$ cat config.mk
export PLATFORM = sky130hd
export DESIGN_NAME = uart_rx
export DESIGN_NICKNAME = d
export VERILOG_FILES = /design/src/rtl/uart_rx.sv
export SDC_FILE = /design/constraint.sdc
export NUM_CORES = 1
export LEC_CHECK = 0
export CAP_MARGIN = 15
export CELL_PAD_IN_SITES_DETAIL_PLACEMENT = 0
export CELL_PAD_IN_SITES_GLOBAL_PLACEMENT = 1
export CORE_MARGIN = 2
export CORE_UTILIZATION = 39
export CTS_BUF_LIST = sky130_fd_sc_hd__clkbuf_8 sky130_fd_sc_hd__clkbuf_16
export CTS_CLUSTER_DIAMETER = 60
export DETAILED_ROUTE_END_ITERATION = 10
export PLACE_DENSITY_LB_ADDON = 0.1
export SLEW_MARGIN = 10
export SYNTH_ARGS = -nofsm -noshare
export SYNTH_HDL_FRONTEND = slang
export SYNTH_SLANG_ARGS = --single-unit
$ cat constraint.sdc
create_clock -name CLK -period 2.3 [get_ports CLK]
set_input_delay 0.23 -clock CLK [delete_from_list [all_inputs] [get_ports CLK]]
set_output_delay 0.23 -clock CLK [all_outputs]
set_load 0.03 [all_outputs]
$ cat src/rtl/uart_rx.sv
// UART receiver: oversampled start/data/parity/stop decoding with 3-sample majority vote.
// Optional macro UART_RX_SYNC_EN adds a two-flop synchronizer on RX_IN (+2 cycles latency).
module uart_rx #(
  parameter int unsigned DATA_WIDTH     = 8,
  parameter int unsigned PRESCALE_WIDTH = 6
) (
  input  logic                      CLK,
  input  logic                      RST,
  input  logic                      RX_IN,
  input  logic [PRESCALE_WIDTH-1:0] PRESCALE,
  input  logic                      PAR_EN,
  input  logic                      PAR_TYP,
  output logic [DATA_WIDTH-1:0]     P_DATA,
  output logic                      DATA_VALID,
  output logic                      PAR_ERR,
  output logic                      STP_ERR
);

  localparam int unsigned PW   = PRESCALE_WIDTH;
  localparam int unsigned DW   = DATA_WIDTH;
  localparam int unsigned BC_W = (DW > 1) ? $clog2(DW) : 1;

  typedef enum logic [2:0] {IDLE, START, DATA, PARITY, STOP} state_t;

  state_t          state_q, state_d;
  logic [PW-1:0]   ec_q, ec_d;
  logic [BC_W-1:0] bc_q, bc_d;
  logic [DW-1:0]   shift_q, shift_d;
  logic [PW-1:0]   p_q;
  logic            par_en_q, par_typ_q;
  logic            par_bad_q, par_bad_d;
  logic            s0_q, s1_q;
  logic [DW-1:0]   p_data_d;
  logic            data_valid_d, par_err_d, stp_err_d;
  logic            latch_c;
  logic            rx;
  logic            vote_c;
  logic [PW-1:0]   half_c;
  logic [PW-1:0]   p_sel_c;
  logic            vote_at_c, bit_end_c;

`ifdef UART_RX_SYNC_EN
  logic [1:0] sync_q;

  // Two-flop synchronizer, idles high like the line
  always_ff @(posedge CLK) begin
    if (RST) sync_q <= 2'b11;
    else     sync_q <= {sync_q[0], RX_IN};
  end
  assign rx = sync_q[1];
`else
  assign rx = RX_IN;
`endif

  assign p_sel_c   = (PRESCALE == PW'(16) || PRESCALE == PW'(32)) ? PRESCALE : PW'(8);
  assign half_c    = p_q >> 1;
  assign vote_c    = (s0_q & s1_q) | (s0_q & rx) | (s1_q & rx);
  assign vote_at_c = (ec_q == half_c + PW'(1));
  assign bit_end_c = (ec_q == p_q - PW'(1));

  always_ff @(posedge CLK) begin
    if (RST) state_q <= IDLE;
    else     state_q <= state_d;
  end

  // Next state and datapath updates; the falling-edge cycle itself counts as edge 0 of the start bit
  always_comb begin
    state_d      = state_q;
    ec_d         = bit_end_c ? '0 : ec_q + PW'(1);
    bc_d         = bc_q;
    shift_d      = shift_q;
    par_bad_d    = par_bad_q;
    p_data_d     = P_DATA;
    data_valid_d = 1'b0;
    par_err_d    = 1'b0;
    stp_err_d    = 1'b0;
    latch_c      = 1'b0;
    case (state_q)
      IDLE: begin
        ec_d = '0;
        if (!rx) begin
          state_d   = START;
          ec_d      = PW'(1);
          bc_d      = '0;
          par_bad_d = 1'b0;
          latch_c   = 1'b1;
        end
      end
      START: begin
        if (vote_at_c && vote_c) begin
          state_d = IDLE;
          ec_d    = '0;
        end else if (bit_end_c) begin
          state_d = DATA;
        end
      end
      DATA: begin
        if (vote_at_c) shift_d = {vote_c, shift_q[DW-1:1]};
        if (bit_end_c) begin
          if (bc_q == BC_W'(DW - 1)) begin
            bc_d    = '0;
            state_d = par_en_q ? PARITY : STOP;
          end else begin
            bc_d = bc_q + BC_W'(1);
          end
        end
      end
      PARITY: begin
        if (vote_at_c) par_bad_d = vote_c ^ (^shift_q) ^ par_typ_q;
        if (bit_end_c) state_d = STOP;
      end
      STOP: begin
        // Leave on the vote so a start bit right after the stop bit is caught
        if (vote_at_c) begin
          state_d   = IDLE;
          ec_d      = '0;
          stp_err_d = ~vote_c;
          par_err_d = par_bad_q;
          par_bad_d = 1'b0;
          if (vote_c && !par_bad_q) begin
            data_valid_d = 1'b1;
            p_data_d     = shift_q;
          end
        end
      end
      default: begin
        state_d = IDLE;
        ec_d    = '0;
      end
    endcase
  end

  // Datapath, sample and output registers
  always_ff @(posedge CLK) begin
    if (RST) begin
      ec_q       <= '0;
      bc_q       <= '0;
      shift_q    <= '0;
      p_q        <= PW'(8);
      par_en_q   <= 1'b0;
      par_typ_q  <= 1'b0;
      par_bad_q  <= 1'b0;
      s0_q       <= 1'b1;
      s1_q       <= 1'b1;
      P_DATA     <= '0;
      DATA_VALID <= 1'b0;
      PAR_ERR    <= 1'b0;
      STP_ERR    <= 1'b0;
    end else begin
      ec_q       <= ec_d;
      bc_q       <= bc_d;
      shift_q    <= shift_d;
      par_bad_q  <= par_bad_d;
      P_DATA     <= p_data_d;
      DATA_VALID <= data_valid_d;
      PAR_ERR    <= par_err_d;
      STP_ERR    <= stp_err_d;
      if (latch_c) begin
        p_q       <= p_sel_c;
        par_en_q  <= PAR_EN;
        par_typ_q <= PAR_TYP;
      end
      if (state_q != IDLE && ec_q == half_c - PW'(1)) s0_q <= rx;
      if (state_q != IDLE && ec_q == half_c)          s1_q <= rx;
    end
  end

endmodule

==> flow_summary.toml, run 1 <==
[layout]
syn2layout_area_growth_pct = 22.4
layout.nets = 308
drive_gt1_share_pct = 15.8
fillCellCount = 587
num_antenna_cells = 0
fin_cells = 366
finalCoreUtilization_pct = 48.9

[synth]
synth-async-reset-ratio_pct = 0
synth_seq_area_share_pct = 36.0
ys.flop_type = "dfxtp_1"
yosys_warnings = 0
synthCells = 259
avgSynthCellArea_sq_um = 9.02
ys_types = 50
synth_edf_count = 0
synth_nets = 277
syn_area_sq_um = 2340
synth_seq_cells = 42

[clock_network]
cts_root_buf = "clkbuf_8"
cts_buffer_depth = 2
numCtsBuffers = 5
cts_htree_levels = 2
clock-sinks = 42
clk_latency_ps = 290
clk_pin_slew_worst_paths_ps = 80
tritoncts = "yes"
post_cts_buffers = 0

[timing]
hold_viol_final = 0
finClkSkew_ps = 4.65
slew_violations = 0
fmax_mhz = 451
rsz0062_at_grt = "no"
min_period_ps = 2220
tns_ps = 0
worst_pin_slew_ps = 499
whs_ps = 485
setup_viol = 0
slew_headroom_pct = 66.4
fin_crit_sh_pct = 96.4

[setup_path]
crit_buf_inv = 2
slowest_delay_ps = 340
path_cells = "buf_4, ha_1, nand2b_1, a21o_1, a31oi_4, o31ai_4, buf_4, a31o_2, a311oi_1"
required_ps = 2490
critical_path.most_common_cell = "buf_4"
crit_cells = 9
crit_slowest_cell = "a31oi_4"
start_kind = "flip-flop"
path_max_fanout = 6
end_kind = "flip-flop"
reg2reg_depth = 9
crit_arrival_ps = 2410
critPathKind = "reg -> reg"
crit_family = "compound AO/OA/AOI/OAI gates"

[place]
io_buffers = 21
dp_cells = 358
hpwl_um = 3830
gp_congestion = 0.834

[global_route]
antenna_found_initial = 0
grt_pass1_wl_um = 8560
grt_pass1_vias = 1720
grt_usage_pct = 16.9
grt_max_degree = 17
grt_overflow = 0

[die]
core_region_area_sq_um = 5850
dieArea_sq_um = 6630
die_w_um = 81.4
initial_core_util_pct = 39.9
io_pins = 22
die_h_um = 81.4
rows = 28

[job]
drv_cap = 0

[status]
outcome = "completed"

[drt]
drc = 0
drt_iter0_drc = 96
totalWireLength_um = 5180
drt-wirelength-per-cell_um = 14.2
antenna_left = 0
vias_per_cell = 5.21
via_count = 1906
first_pass_iters = 4

[power]
max-vdd-ir-drop_mv = 0.348
pwr_density_cell_nw_per_um2 = 508
leakagePower_nw = 0.998
fin_total_pwr_w = 0.00145

[worst_hold_path]
hold_path.class = "reg -> reg"
whs_path_depth = 2
-- tightest hold or removal path: cells and delay by family (launching register included) --
family | cells | cell delay, ps
simple gates | 1 | 60
flops | 1 | 330
mux | 1 | 70
-- cell usage after synthesis (3+ instances only) --
library cell / instances / area [sq um]
o21ai_0: 3 / 15.0
inv_1: 6 / 22.5
or3_1: 3 / 18.8
nor2b_1: 3 / 18.8
nand2_1: 18 / 67.6
xnor2_1: 20 / 175
xor2_1: 10 / 87.6
nor2_1: 26 / 97.6
ha_1: 7 / 87.6
clkbuf_1: 8 / 30.0
nand3_1: 6 / 30.0
nor4_1: 10 / 62.6
a31o_2: 4 / 35.0
nand4_1: 4 / 25.0
o21ai_1: 3 / 15.0
nor3_1: 8 / 40.0
nand2b_1: 4 / 25.0
mux2i_1: 16 / 160
dfxtp_1: 42 / 841
a21oi_1: 13 / 65.1
buf_4: 4 / 30.0
buf_2: 5 / 25.0
-- sequential cells by signal (all words and copies together) (netlist names) --
name,flops
ec_q,6
bc_q,3
state_q,3
STP_ERR,1
PAR_ERR,1
s1_q,1
DATA_VALID,1
par_bad_q,1
par_typ_q,1
p_q,6
P_DATA,8
shift_q,8
s0_q,1
par_en_q,1
-- metrics by stage --
step | cell area, sq um | setup WS, ps
after floorplan | 2340 | 28.7
after global placement | 2720 | 108
after detailed placement | 2720 | 59.0
after CTS | 2820 | 19.6
after global routing | 2860 | 2.86
final | 2860 | 82.0
-- cell type report --
type | count | area, sq um | share of cell area (%)
clock buffer | 5 | 68.8 | 2.41
clock inverter | 3 | 37.5 | 1.31
inverter | 6 | 22.5 | 0.788
multi-input combinational | 194 | 1420 | 49.5
sequential | 42 | 843 | 29.5
tap | 75 | 93.8 | 3.28
timing repair buffer | 41 | 377 | 13.2
-- repair_timing --
action	CTS	global route
hold buffers	0	0
endpoints found under the setup margin	0	16
resized for setup	0	9
endpoints found under the hold margin	0	0
-- worst paths after layout --
kind,start,end,slack [ps]
setup / recovery,p_q[1]$_SDFFE_PP0P_,state_q[1]$_SDFFE_PP0P_,80
hold / removal,s1_q$_SDFFE_PP1P_,s1_q$_SDFFE_PP1P_,480
hold reg to reg,s1_q$_SDFFE_PP1P_,s1_q$_SDFFE_PP1P_,480
setup reg to reg,p_q[1]$_SDFFE_PP0P_,state_q[1]$_SDFFE_PP0P_,80
-- cell usage in the layout (no fill, tap or decap), types with 3 or more instances in the layout --
| master | instances |
|---|---|
| a31o_2 | 4 |
| a21oi_1 | 13 |
| mux2i_1 | 16 |
| nand2b_1 | 4 |
| dfxtp_1 | 40 |
| nand2_1 | 18 |
| xnor2_1 | 20 |
| clkbuf_8 | 5 |
| or3_1 | 3 |
| nor4_1 | 10 |
| buf_4 | 18 |
| nand3_1 | 6 |
| o21ai_0 | 3 |
| nand4_1 | 4 |
| clkdlybuf4s50_1 | 21 |
| nor2_1 | 26 |
| nor3_1 | 8 |
| ha_1 | 7 |
| inv_1 | 8 |
| xor2_1 | 10 |
-- where the power goes --
| part | internal [W] | switching (W) |
|---|---|---|
| logic | 0.0000692 | 0.0000823 |
| registers | 0.000734 | 0.0000138 |
| clock network | 0.000316 | 0.000236 |
-- cell families (layout without fill, tap and decap cells) --
group / after synthesis / in the layout / share of synthesized area [%]
AOI/OAI and AO/OA: 43 / 43 / 13.8
xor gates and xnor gates: 32 / 32 / 12.6
adders and majority gates: 7 / 7 / 3.75
buffers and inverters: 23 / 55 / 4.61
DFF: 42 / 42 / 36.0
muxes: 16 / 16 / 6.86
and+or+nand+nor: 96 / 96 / 22.3
-- per-layer routing --
metal	share of wire (%)	up-vias	global-route usage, %
li1	-	980	-
met1	51	900	25.1
met2	46	21	25.1
met3	2.2	5	2.67
met4	1.1	0	5.08
met5	0	-	0
(Power assumes the default switching activity.)
==> run 2: changes to the inputs <==
- PLACE_DENSITY: not set -> 0.78
- PLACE_DENSITY_LB_ADDON: 0.1 -> not set
==> run 2 against run 1 <==
  * Core utilization is 0.11 points higher
  * Maximum frequency up 5.4%
  * Register-to-register slack improved by 110 ps
  * Flip-flop and latch count unchanged
  * Power decreased by 6.4%
  * Global-route usage down 0.070 points
  * Setup slack better by 110 ps
  * Cell area is 0.22% higher
  * Count of clock-buffer cells in the layout stayed put
  * Cell count increased by 0.82%
  * Hold slack worse by 10 ps
  * Combinational power decreased by 4%
  * Largest cell class unchanged
==> flow_summary.toml, run 2 (same netlist as run 1, synthesis figures left out) <==
[timing]
finClkSkew_ps = 5.07
fmax_mhz = 475
worst_pin_slew_ps = 493
rsz0062_at_grt = "no"
slew_headroom_pct = 67.1
min_period_ps = 2110
hold_viol_final = 0
tns_ps = 0
setup_viol = 0
slew_violations = 0
fin_crit_sh_pct = 91.5

[global_route]
grt_overflow = 0
grt_max_degree = 35
grt_pass1_wl_um = 8560
antenna_found_initial = 0
grt_usage_pct = 16.9
grt_pass1_vias = 1724

[job]
drv_cap = 0

[worst_hold_path]
hold_path.class = "in -> reg"

[clock_network]
clock-sinks = 42
tritoncts = "yes"
clk_latency_ps = 300
clk_pin_slew_worst_paths_ps = 80
cts_root_buf = "clkbuf_8"
cts_hold_buffers = 0
cts_buffer_depth = 2
cts_htree_levels = 2
numCtsBuffers = 5

[drt]
drt-wirelength-per-cell_um = 13.6
via_count = 1939
first_pass_iters = 4
totalWireLength_um = 5010
antenna_left = 0
drc = 0
drt_iter0_drc = 82
vias_per_cell = 5.25

[die]
rows = 28
io_pins = 22
initial_core_util_pct = 39.9
core_region_area_sq_um = 5850
die_h_um = 81.4
dieArea_sq_um = 6630
die_w_um = 81.4

[setup_path]
slowest_delay_ps = 340
required_ps = 2500
end_kind = "flip-flop"
critPathKind = "reg -> reg"
start_kind = "flip-flop"
path_cells = "buf_4, ha_1, nand2b_1, a21o_1, a31oi_4, o21ai_1, and2_2, nor4_1"
crit_arrival_ps = 2310
path_max_fanout = 9
crit_slowest_cell = "a31oi_4"

[power]
max-vdd-ir-drop_mv = 0.345
clkPwrFrac_pct = 34.3
intPower_w = 0.00101
pwr_density_cell_nw_per_um2 = 474
leakagePower_nw = 1.00
swShare_pct = 25.8
switchingPower_w = 0.000350
power_frac_comb_pct = 10.7
seqPwrFrac_pct = 55.0

[place]
hpwl_um = 3550
gp_congestion = 0.830
io_buffers = 21

[layout]
mostFrequentLayoutCell = "dfxtp_1"
most-common-layout-cells = "dfxtp_1 (41), nor2_1 (26), clkdlybuf4s50_1 (21)"
top_regs = "P_DATA x8, shift_q x8"
fillCellCount = 568
num_antenna_cells = 0
drive_gt1_share_pct = 16.7
finalCoreUtilization_pct = 49.0
syn2layout_area_growth_pct = 22.7
layout.nets = 311

[status]
outcome = "completed"
[run 2: path summary, 6_finish.rpt]
kind / to / slack [ps] / start / cells after the start
worst max-delay path: ec_q[2]$_SDFF_PP0_ / 190 / p_q[2]$_SDFFE_PP0P_ / 8
worst max register to register: ec_q[2]$_SDFF_PP0_ / 190 / p_q[2]$_SDFFE_PP0P_ / 8
worst min register to register: par_typ_q$_SDFFE_PP0P_ / 480 / par_typ_q$_SDFFE_PP0P_ / 2
worst min-delay path: par_typ_q$_SDFFE_PP0P_ / 470 / PAR_TYP / 3
[run 2: timing repair]
item                                    CTS  global route
setup buffers                             0             3
endpoints found under the setup margin    0            28
resized for setup                         0            10
endpoints found under the hold margin     0             0
[run 2: area by class of cell]
class,count,area (sq um),share of cell area (%)
multi-input cells,194,1420,49.5
flip-flops and latches,42,842,29.4
repair buffers,44,403,14.1
well taps,75,93.8,3.28
clock buffers,5,68.8,2.40
inverters,6,22.5,0.786
clock inverters,3,17.5,0.611
[run 2: per-stage QoR]
step | power (W) | worst slack [ps] | cell area, sq um | instances | hold WS, ps
after global routing | 0.00143 | 3.99 | 2870 | 369 | 496
after global placement | 0.000903 | 124 | 2720 | 358 | 466
after floorplan | 0.000854 | 28.7 | 2340 | 259 | 348
after CTS | 0.00137 | 33.5 | 2800 | 366 | 467
final | 0.00136 | 195 | 2870 | 369 | 474
after detailed placement | 0.000903 | 86.1 | 2720 | 358 | 471
[run 2: per-layer routing]
metal | routed length, um | up-vias | track usage [%] | part of all wire (%)
met4 | 116 | 0 | 7.80 | 2.3
li1 | - | 986 | - | -
met1 | 2540 | 908 | 24.4 | 51
met2 | 2200 | 36 | 23.9 | 44
met5 | 0 | - | 0 | 0
met3 | 157 | 9 | 3.22 | 3.1
[run 2: power by group through the flow]
stage               Clock (W)  Combinational (W)  Sequential [W]
CTS                  0.000483           0.000140        0.000747
floorplan                   0          0.0000966        0.000757
global route         0.000515           0.000162        0.000749
finish               0.000466           0.000145        0.000747
detailed placement          0           0.000138        0.000765
global placement            0           0.000138        0.000765
[run 2: critical path: cells and delay by family (launching register included)]
kind,cells,cell delay [ps]
buf+inv,1,170
simple gates,3,610
flops,1,320
compound gates,3,720
fa+ha+maj,1,190
==> run 3: changes to the inputs <==
- TNS_END_PERCENT: not set -> 1
==> run 3 against run 2 <==
  * Clock power is essentially flat
  * Cell area shrank 0.79%
  * Sequential share of layout area grew 0.23 points
  * Setup slack lost 12 ps
  * Register-to-register slack is essentially flat
  * Hold slack is essentially flat
  * Global-route usage is the same
  * Flip-flop and latch count is the same
  * Die area is the same
  * Clock skew is essentially flat
  * Critical path depth is the same
  * Count of clock-buffer cells in the layout is the same
  * Largest power group unchanged
==> flow_summary.toml, run 3 (same netlist as run 1, synthesis figures left out) <==
[power]
pwr_density_cell_nw_per_um2 = 478
leakagePower_nw = 0.985
intPower_w = 0.00101
swShare_pct = 25.8
power_frac_comb_pct = 10.7
fin_total_pwr_w = 0.00136
switchingPower_w = 0.000351
clkPwrFrac_pct = 34.3
seqPwrFrac_pct = 55.0
max-vdd-ir-drop_mv = 0.345

[clock_network]
clock-sinks = 42
post_cts_buffers = 0
clk_pin_slew_worst_paths_ps = 80
cts_root_buf = "clkbuf_8"
cts_htree_levels = 2
clk_latency_ps = 300
cts_buffer_depth = 2
tritoncts = "yes"
cts_resized = 0
cts_hold_buffers = 0
numCtsBuffers = 5

[timing]
finClkSkew_ps = 5.21
fin_crit_sh_pct = 92.0
slew_violations = 0
tns_ps = 0
worst_pin_slew_ps = 501
hold_viol_final = 0
final.setup.worst_slack_ps = 183
slew_headroom_pct = 66.5
fmax_mhz = 472
min_period_ps = 2120
whs_ps = 475
rsz0062_at_grt = "no"
setup_viol = 0

[die]
io_pins = 22
die_w_um = 81.4
core_region_area_sq_um = 5850
dieArea_sq_um = 6630
initial_core_util_pct = 39.9
rows = 28
die_h_um = 81.4

[global_route]
grt_max_degree = 35
antenna_found_initial = 0
grt_pass1_wl_um = 8560
grt_usage_pct = 16.9
grt_pass1_vias = 1724
grt_overflow = 0

[place]
gp_congestion = 0.830
post-place-ws_ps = 86.1
hpwl_um = 3550
io_buffers = 21

[worst_hold_path]
hold_path.class = "in -> reg"

[job]
drv_cap = 0

[drt]
drt_iter0_drc = 77
antenna_left = 0
first_pass_iters = 4
drt-wirelength-per-cell_um = 13.6
totalWireLength_um = 4980
drc = 0
via_count = 1951
vias_per_cell = 5.33

[layout]
mostFrequentLayoutCell = "dfxtp_1"
fillCellCount = 572
drive_gt1_share_pct = 15.8
syn2layout_area_growth_pct = 21.7
layout.nets = 308
num_antenna_cells = 0
finalCoreUtilization_pct = 48.6
most-common-layout-cells = "dfxtp_1 (41), nor2_1 (26), clkdlybuf4s50_1 (21)"
top_regs = "P_DATA x8, shift_q x8"

[setup_path]
end_kind = "flip-flop"
start_kind = "flip-flop"
crit_slowest_cell = "a31oi_4"
path_max_fanout = 9
critPathKind = "reg -> reg"
required_ps = 2500
path_cells = "buf_4, ha_1, nand2b_1, a21o_1, a31oi_4, o21ai_1, and2_2, nor4_1"
slowest_delay_ps = 330
crit_arrival_ps = 2320

[status]
outcome = "completed"
==> run 3: cell types whose count changed in the layout (fill, tap and decap cells not counted), sizes merged <==
cell  change
buf       -3
==> run 3: layer usage <==
layer | up-vias | routed length [um] | global-route usage (%)
li1 | 985 | - | -
met1 | 920 | 2550 | 24.4
met2 | 33 | 2160 | 23.9
met3 | 13 | 146 | 3.22
met4 | 0 | 128 | 7.80
met5 | - | 0 | 0
==> run 3: final timing paths <==
path / start / endpoint / slack, ps / cells after the start
worst max-delay path: p_q[2]$_SDFFE_PP0P_ / ec_q[2]$_SDFF_PP0_ / 180 / 8
worst min-delay path: PAR_TYP / par_typ_q$_SDFFE_PP0P_ / 470 / 3
worst max register to register: p_q[2]$_SDFFE_PP0P_ / ec_q[2]$_SDFF_PP0_ / 180 / 8
worst min register to register: par_typ_q$_SDFFE_PP0P_ / par_typ_q$_SDFFE_PP0P_ / 480 / 2
==> run 3: area by class of cell <==
type	count	area (sq um)	share of cell area [%]
multi-input combinational	194	1420	49.9
sequential	42	842	29.6
timing repair buffer	41	380	13.4
tap	75	93.8	3.30
clock buffer	5	68.8	2.42
inverter	6	22.5	0.792
clock inverter	3	17.5	0.616
==> run 3: worst max-delay path: cells and delay by family (launching register included) <==
| kind | cells | cell delay [ps] |
|---|---|---|
| buffers and inverters | 1 | 170 |
| adder cells (fa/ha/maj) | 1 | 190 |
| AO/OA/AOI/OAI | 3 | 720 |
| AND/OR/NAND/NOR | 3 | 620 |
| flip-flops | 1 | 320 |
==> run 3: power groups by stage <==
stage               clock (W)  sequential (W)  combinational, W
floorplan                   0        0.000757         0.0000966
CTS                  0.000483        0.000747          0.000140
global placement            0        0.000765          0.000138
detailed placement          0        0.000765          0.000138
global route         0.000515        0.000749          0.000162
finish               0.000467        0.000747          0.000145
==> run 3: through the flow <==
| stage | instances | instance area (sq um) |
|---|---|---|
| after CTS | 366 | 2800 |
| final | 366 | 2840 |
| after detailed placement | 358 | 2720 |
| after global routing | 366 | 2840 |
| after floorplan | 259 | 2340 |
| after global placement | 358 | 2720 |
